**config.mk**
```make
export PLATFORM = sky130hd
export DESIGN_NAME = iterative_shift_unit_flat
export DESIGN_NICKNAME = d
export VERILOG_FILES = /design/src/rtl/mips_pkg.sv /design/src/rtl/iterative_shift_unit_if.sv /design/src/rtl/iterative_shift_unit_shift_step.sv /design/src/rtl/iterative_shift_unit.sv /design/src/flat_wrapper.sv
export SDC_FILE = /design/constraint.sdc
export NUM_CORES = 1
export LEC_CHECK = 0
export ABC_CLOCK_PERIOD_IN_PS = 2350
export CAP_MARGIN = 20
export CORE_MARGIN = 3
export CORE_UTILIZATION = 45
export DETAILED_ROUTE_END_ITERATION = 7
export PLACE_DENSITY = 0.73
export SLEW_MARGIN = 5
export SYNTH_ARGS = -nofsm -noshare
export SYNTH_HDL_FRONTEND = slang
export SYNTH_SLANG_ARGS = --single-unit
```
**constraint.sdc**
```tcl
create_clock -name clk -period 2.35 [get_ports clk]
set_input_delay 0.47 -clock clk [delete_from_list [all_inputs] [get_ports clk]]
set_output_delay 0.47 -clock clk [all_outputs]
set_load 0.01 [all_outputs]
```
**src/rtl/mips_pkg.sv**
```systemverilog
// Shared MIPS datapath definitions: shift opcodes and shift-unit FSM encoding.
package mips_pkg;

   localparam logic [1:0] SH_SLL = 2'b00;
   localparam logic [1:0] SH_SRL = 2'b01;
   localparam logic [1:0] SH_SRA = 2'b10;
   localparam logic [1:0] SH_RSV = 2'b11;

   typedef enum logic [1:0] {
      ST_IDLE  = 2'b00,
      ST_SHIFT = 2'b01,
      ST_DONE  = 2'b10
   } sh_state_t;

   function automatic logic is_rsv(input logic [1:0] op);
      return (op == SH_RSV);
   endfunction

endpackage

```
**src/rtl/iterative_shift_unit_if.sv**
```systemverilog
// Request/response bundle between the ALU controller (master) and the shift unit (slave).
interface iterative_shift_unit_if #(
   parameter int N = 32
);
   localparam int SW = $clog2(N);

   logic          start;
   logic [1:0]    op;
   logic [N-1:0]  a;
   logic [SW-1:0] shamt;
   logic          ready;
   logic          busy;
   logic          done;
   logic          err;
   logic [N-1:0]  z;

   modport master (
      output start, op, a, shamt,
      input  ready, busy, done, err, z
   );

   modport slave (
      input  start, op, a, shamt,
      output ready, busy, done, err, z
   );
endinterface

```
**src/rtl/iterative_shift_unit_shift_step.sv**
```systemverilog
// One combinational shift slice: moves acc by k (k <= STEP) in the direction given by op.
module shift_step
   import mips_pkg::*;
#(
   parameter int n  = 32,
   parameter int SW = $clog2(n)
) (
   input  logic [n-1:0]  i_acc,
   input  logic [1:0]    i_op,
   input  logic [SW-1:0] i_k,
   output logic [n-1:0]  o_acc
);

   logic signed [n-1:0] w_sacc;
   logic signed [n-1:0] w_sra;

   assign w_sacc = i_acc;
   assign w_sra  = w_sacc >>> i_k;

   // Direction select; reserved op passes the operand through untouched.
   always_comb begin
      o_acc = i_acc;
      case (i_op)
         SH_SLL:  o_acc = i_acc << i_k;
         SH_SRL:  o_acc = i_acc >> i_k;
         SH_SRA:  o_acc = w_sra;
         default: o_acc = i_acc;
      endcase
   end

endmodule

```
**src/rtl/iterative_shift_unit.sv**
```systemverilog
// Multi-cycle SLL/SRL/SRA unit: shifts a captured operand by up to STEP bits per clock.
module iterative_shift_unit
   import mips_pkg::*;
#(
   parameter int n    = 32,
   parameter int STEP = 1
) (
   input  logic                  clk,
   input  logic                  rst,
   iterative_shift_unit_if.slave bus
);

   localparam int            SW     = $clog2(n);
   localparam logic [SW-1:0] STEP_K = SW'(STEP);

   sh_state_t     r_state;
   logic [n-1:0]  r_acc;
   logic [SW-1:0] r_rem;
   logic [1:0]    r_op;
   logic [n-1:0]  r_z;
   logic          r_done;
   logic          r_err;
   logic          r_ready;
   logic          r_busy;

   sh_state_t     w_state_nxt;
   logic [n-1:0]  w_acc_nxt;
   logic [SW-1:0] w_rem_nxt;
   logic [1:0]    w_op_nxt;
   logic [n-1:0]  w_z_nxt;
   logic          w_done_nxt;
   logic          w_err_nxt;
   logic [SW-1:0] w_k;
   logic [n-1:0]  w_shifted;

   // The final step may be shorter than STEP when the remaining amount is small.
   assign w_k = (r_rem < STEP_K) ? r_rem : STEP_K;

   shift_step #(
      .n  (n),
      .SW (SW)
   ) u_step (
      .i_acc (r_acc),
      .i_op  (r_op),
      .i_k   (w_k),
      .o_acc (w_shifted)
   );

   // Next-state and datapath update; done/err are decided here so they align with ST_DONE.
   always_comb begin
      w_state_nxt = r_state;
      w_acc_nxt   = r_acc;
      w_rem_nxt   = r_rem;
      w_op_nxt    = r_op;
      w_z_nxt     = r_z;
      w_done_nxt  = 1'b0;
      w_err_nxt   = 1'b0;
      case (r_state)
         ST_IDLE, ST_DONE: begin
            if (bus.start) begin
               w_acc_nxt = bus.a;
               w_op_nxt  = bus.op;
               w_rem_nxt = bus.shamt;
               if ((bus.shamt == {SW{1'b0}}) || is_rsv(bus.op)) begin
                  w_state_nxt = ST_DONE;
                  w_z_nxt     = bus.a;
                  w_done_nxt  = 1'b1;
                  w_err_nxt   = is_rsv(bus.op);
               end else begin
                  w_state_nxt = ST_SHIFT;
               end
            end else begin
               w_state_nxt = ST_IDLE;
            end
         end
         ST_SHIFT: begin
            w_acc_nxt = w_shifted;
            w_rem_nxt = r_rem - w_k;
            if (r_rem == w_k) begin
               w_state_nxt = ST_DONE;
               w_z_nxt     = w_shifted;
               w_done_nxt  = 1'b1;
               w_err_nxt   = is_rsv(r_op);
            end else begin
               w_state_nxt = ST_SHIFT;
            end
         end
         default: begin
            w_state_nxt = ST_IDLE;
         end
      endcase
   end

   // State and datapath registers; ready/busy are registered from the next state.
   always_ff @(posedge clk) begin
      if (rst) begin
         r_state <= ST_IDLE;
         r_acc   <= {n{1'b0}};
         r_rem   <= {SW{1'b0}};
         r_op    <= SH_SLL;
         r_z     <= {n{1'b0}};
         r_done  <= 1'b0;
         r_err   <= 1'b0;
         r_ready <= 1'b1;
         r_busy  <= 1'b0;
      end else begin
         r_state <= w_state_nxt;
         r_acc   <= w_acc_nxt;
         r_rem   <= w_rem_nxt;
         r_op    <= w_op_nxt;
         r_z     <= w_z_nxt;
         r_done  <= w_done_nxt;
         r_err   <= w_err_nxt;
         r_ready <= (w_state_nxt != ST_SHIFT);
         r_busy  <= (w_state_nxt == ST_SHIFT);
      end
   end

   assign bus.ready = r_ready;
   assign bus.busy  = r_busy;
   assign bus.done  = r_done;
   assign bus.err   = r_err;
   assign bus.z     = r_z;

endmodule

```
**src/flat_wrapper.sv**
```systemverilog
// flat-port wrapper written by rule: the top's interface ports become plain ports
module iterative_shift_unit_flat import mips_pkg::*;
#(
   parameter int n    = 32,
   parameter int STEP = 1
)
  (clk, rst, bus_start, bus_op, bus_a, bus_shamt, bus_ready, bus_busy, bus_done, bus_err, bus_z);
  iterative_shift_unit_if #(.N((32))) bus_i ();
  input  logic clk;
  input  logic rst;
  input wire logic [$bits(bus_i.start)-1:0] bus_start;
  input wire logic [$bits(bus_i.op)-1:0] bus_op;
  input wire logic [$bits(bus_i.a)-1:0] bus_a;
  input wire logic [$bits(bus_i.shamt)-1:0] bus_shamt;
  output wire logic [$bits(bus_i.ready)-1:0] bus_ready;
  output wire logic [$bits(bus_i.busy)-1:0] bus_busy;
  output wire logic [$bits(bus_i.done)-1:0] bus_done;
  output wire logic [$bits(bus_i.err)-1:0] bus_err;
  output wire logic [$bits(bus_i.z)-1:0] bus_z;
  assign bus_i.start = bus_start;
  assign bus_i.op = bus_op;
  assign bus_i.a = bus_a;
  assign bus_i.shamt = bus_shamt;
  assign bus_ready = bus_i.ready;
  assign bus_busy = bus_i.busy;
  assign bus_done = bus_i.done;
  assign bus_err = bus_i.err;
  assign bus_z = bus_i.z;
  iterative_shift_unit #(.n(n), .STEP(STEP)) u_core (.clk(clk), .rst(rst), .bus(bus_i));
endmodule
```
==> results.cfg <==
[sta]
rsz0062_at_grt = true
setup_viol = 0
finalMaxSlewViolations = 0
max_freq_mhz = 432
min_period_ns = 2.32
tns_ns = 0
maxSlewHeadroom = 0.462
fin_crit_sh = 0.986
clock_skew_ns = 0.00817
worst_pin_slew_ns = 0.806
setup_slack_ns = 0.0333
hold_violations = 0

[placed_design]
hpwlAfterDp_mm = 9.12
dp_slack_ns = 0.0583
gp_congestion = 0.916
dp.cells = 707
portBuffers = 77

[setup_path]
rr_startpoint = u_core.r_rem[4]
crit_path_frequent_cell = or4_4
crit_family = simple AND/OR/NAND/NOR gates
critPathBufInv = 1
cp_max_fo = 6
crit_slowest_cell = or4_4
start_kind = register
crit_arrival_ns = 2.57
cp.required_ns = 2.61
endpoint_kind = register
critPathKind = reg -> reg
r2r_setup_slack_ns = 0.03
r2r-end = u_core.bus.z[25]
crit_chain = or4_4, buf_4, o21ai_4, a211oi_1, or4_4, a311oi_2
slowest_delay_ns = 0.54
ff2ff_path_depth = 6

[final_layout]
syn2layout_area_growth_pct = 32.9
drive_gt1_frac = 0.134
instances_no_fill = 726
nets = 657
final-seq-area_um2 = 1520
fill_cells = 787
multiInputGateArea_um2 = 2410
diodes = 0

[grt]
first_global_vias = 4148
grt_max_degree = 43
grtUsageTotal = 0.251
antenna_found_initial = 0
grt-ovfl-total = 0
grt_pass1_wl_mm = 21.0

[clock_network]
cts_buffers = 9
clkSinkCount = 76
clkSlewWorstSetupHoldPaths_ns = 0.08
cts_tree = built
clock-root-buffer = clkbuf_8
htree_num_levels = 3
clk-insertion-delay-late_ns = 0.35
cts.path.max_buffers = 2

[yosys]
synth-xor-area-share = 0.00423
synth_compound_area_frac = 0.322
synthArstFlopShare = 0
yosys.area_share.simple = 0.206
ys_warn_count = 0
synth_top_family_by_area = compound AO/OA/AOI/OAI gates
ys.flop_type = dfxtp_1
seq_area_frac_synth = 0.368
synth_cells = 532
synth.cell_area_um2 = 4140
synth-edff-count = 0
muxShareOfSynthArea = 0.0333
synthDistinctLibCells = 55
synthAdderAreaFrac = 0.00605
avgSynthCellArea_um2 = 7.78
ys_ff_latch = 76
syn-num-nets = 576

[drt]
drt_iter0_drc = 426
drc_errors = 0
vias_per_cell = 6.09
dr.pass1.iters = 5
vias = 4421
wirelength_mm = 12.8
ant_nets = 0
wl_per_cell_um = 17.7

[power]
cellPowerDensity_nw_per_um2 = 760
leakage_uw = 0.00200
vdd_drop_max_mv = 0.454
fin_total_pwr_uw = 4180

[status]
status = finished clean

[worst_hold_path]
hold_path.class = reg -> reg
worstHoldPathCells = 2
hold_end = u_core.bus.z[22]
hp-start = u_core.bus.z[22]

[floorplan]
die_h_um = 102
row_count = 34
core_area_um2 = 8810
die_area_um2 = 10400
die_w_um = 102
start_util = 0.470
io_pins = 78

[job]
maxCapViolCount = 0
per-layer routing:
metal / GRT usage / wire, µm / vias to the layer above
li1: - / - / 2154
met1: 0.348 / 5960 / 2069
met2: 0.397 / 5710 / 177
met3: 0.0553 / 934 / 21
met4: 0.0656 / 239 / 0
met5: 0 / 0 / -
worst reg2reg max path: stages (launching register included):
cell	delay, ns
dfxtp_2	0.35
or4_4	0.54
buf_4	0.19
o21ai_4	0.24
a211oi_1	0.08
or4_4	0.54
a311oi_2	0.28
cell families (layout without fill, tap and decap cells):
kind of cell / Yosys count / in the layout
multiplexers: 13 / 13
buffers and inverters: 63 / 149
flip-flops: 76 / 76
XOR/XNOR: 2 / 2
AND/OR/NAND/NOR: 194 / 194
AO/OA/AOI/OAI: 182 / 182
adder cells (fa/ha/maj): 2 / 2
repair_timing:
item | 4_1_cts | 5_1_grt
resized for setup | 0 | 9
buffers inserted | 0 | 3
hold endpoints to repair | 0 | 0
endpoints found under the setup margin | 0 | 20
hold buffers | 0 | 0
worst max path at each step:
stage | depth (start not counted) | from | to | slack [ns]
final | 6 | u_core.r_rem[4] | u_core.bus.z[25] | 0.03
after global routing | 6 | u_core.r_rem[4] | u_core.bus.z[25] | -0.0001
after CTS | 7 | u_core.r_rem[4] | u_core.bus.z[26] | 0.02
after detailed placement | 7 | u_core.r_rem[4] | u_core.bus.z[26] | 0.06
after global placement | 7 | u_core.r_rem[4] | u_core.bus.z[26] | 0.09
after floorplan | 9 | u_core.r_rem[4] | u_core.bus.z[6] | 0.14
through the flow:
step | hold slack, ns | area, µm² | util
after global placement | 0.451 | 5190 | 0.589
after floorplan | 0.481 | 4140 | -
final | 0.469 | 5500 | 0.624
after CTS | 0.475 | 5440 | 0.618
after detailed placement | 0.460 | 5190 | 0.589
after global routing | 0.492 | 5500 | 0.624
report_power, final:
| group | internal (µW) | switching, µW | total (µW) |
|---|---|---|---|
| clock | 763 | 497 | 1260 |
| combinational | 606 | 723 | 1330 |
| sequential | 1440 | 152 | 1590 |
| total | 2810 | 1370 | 4180 |
sequential cells by signal, indices dropped and copies added (netlist names):
name	flops
u_core.bus.err	1
u_core.bus.z	32
u_core.bus.busy	1
u_core.bus.ready	1
u_core.r_op	2
u_core.r_state	2
u_core.r_acc	32
u_core.r_rem	5
synth_stat cells (8+ instances only):
cell | number | area (µm²)
nor3_1 | 12 | 60.1
nor2_1 | 68 | 255
clkbuf_1 | 42 | 158
nand2_1 | 72 | 270
o22ai_1 | 14 | 87.6
o21ai_0 | 13 | 65.1
a211oi_1 | 26 | 195
a221oi_1 | 14 | 123
a311oi_1 | 19 | 166
a21oi_1 | 37 | 185
o41ai_1 | 12 | 105
dfxtp_1 | 76 | 1520
nand3_1 | 12 | 60.1
o221ai_1 | 8 | 70.1
inv_1 | 11 | 41.3
cell usage in the layout (no fill, tap or decap), types with 13 or more instances in the layout:
| cell | Yosys | layout |
|---|---|---|
| a221oi_1 | 14 | 14 |
| a211oi_1 | 26 | 25 |
| a311oi_1 | 19 | 19 |
| nor2_1 | 68 | 68 |
| o22ai_1 | 14 | 14 |
| o21ai_0 | 13 | 13 |
| a21oi_1 | 37 | 37 |
| buf_4 | 0 | 41 |
| clkdlybuf4s50_1 | 0 | 76 |
| dfxtp_1 | 76 | 75 |
| nand2_1 | 72 | 72 |
final cells by class:
| class | instances | area share |
|---|---|---|
| multi-input cells | 393 | 0.439 |
| flip-flops and latches | 76 | 0.277 |
| repair buffers | 121 | 0.206 |
| clock buffers | 12 | 0.0282 |
| well taps | 108 | 0.0246 |
| clock inverters | 4 | 0.0173 |
| inverters | 12 | 0.00819 |
(Power assumes the default switching activity.)
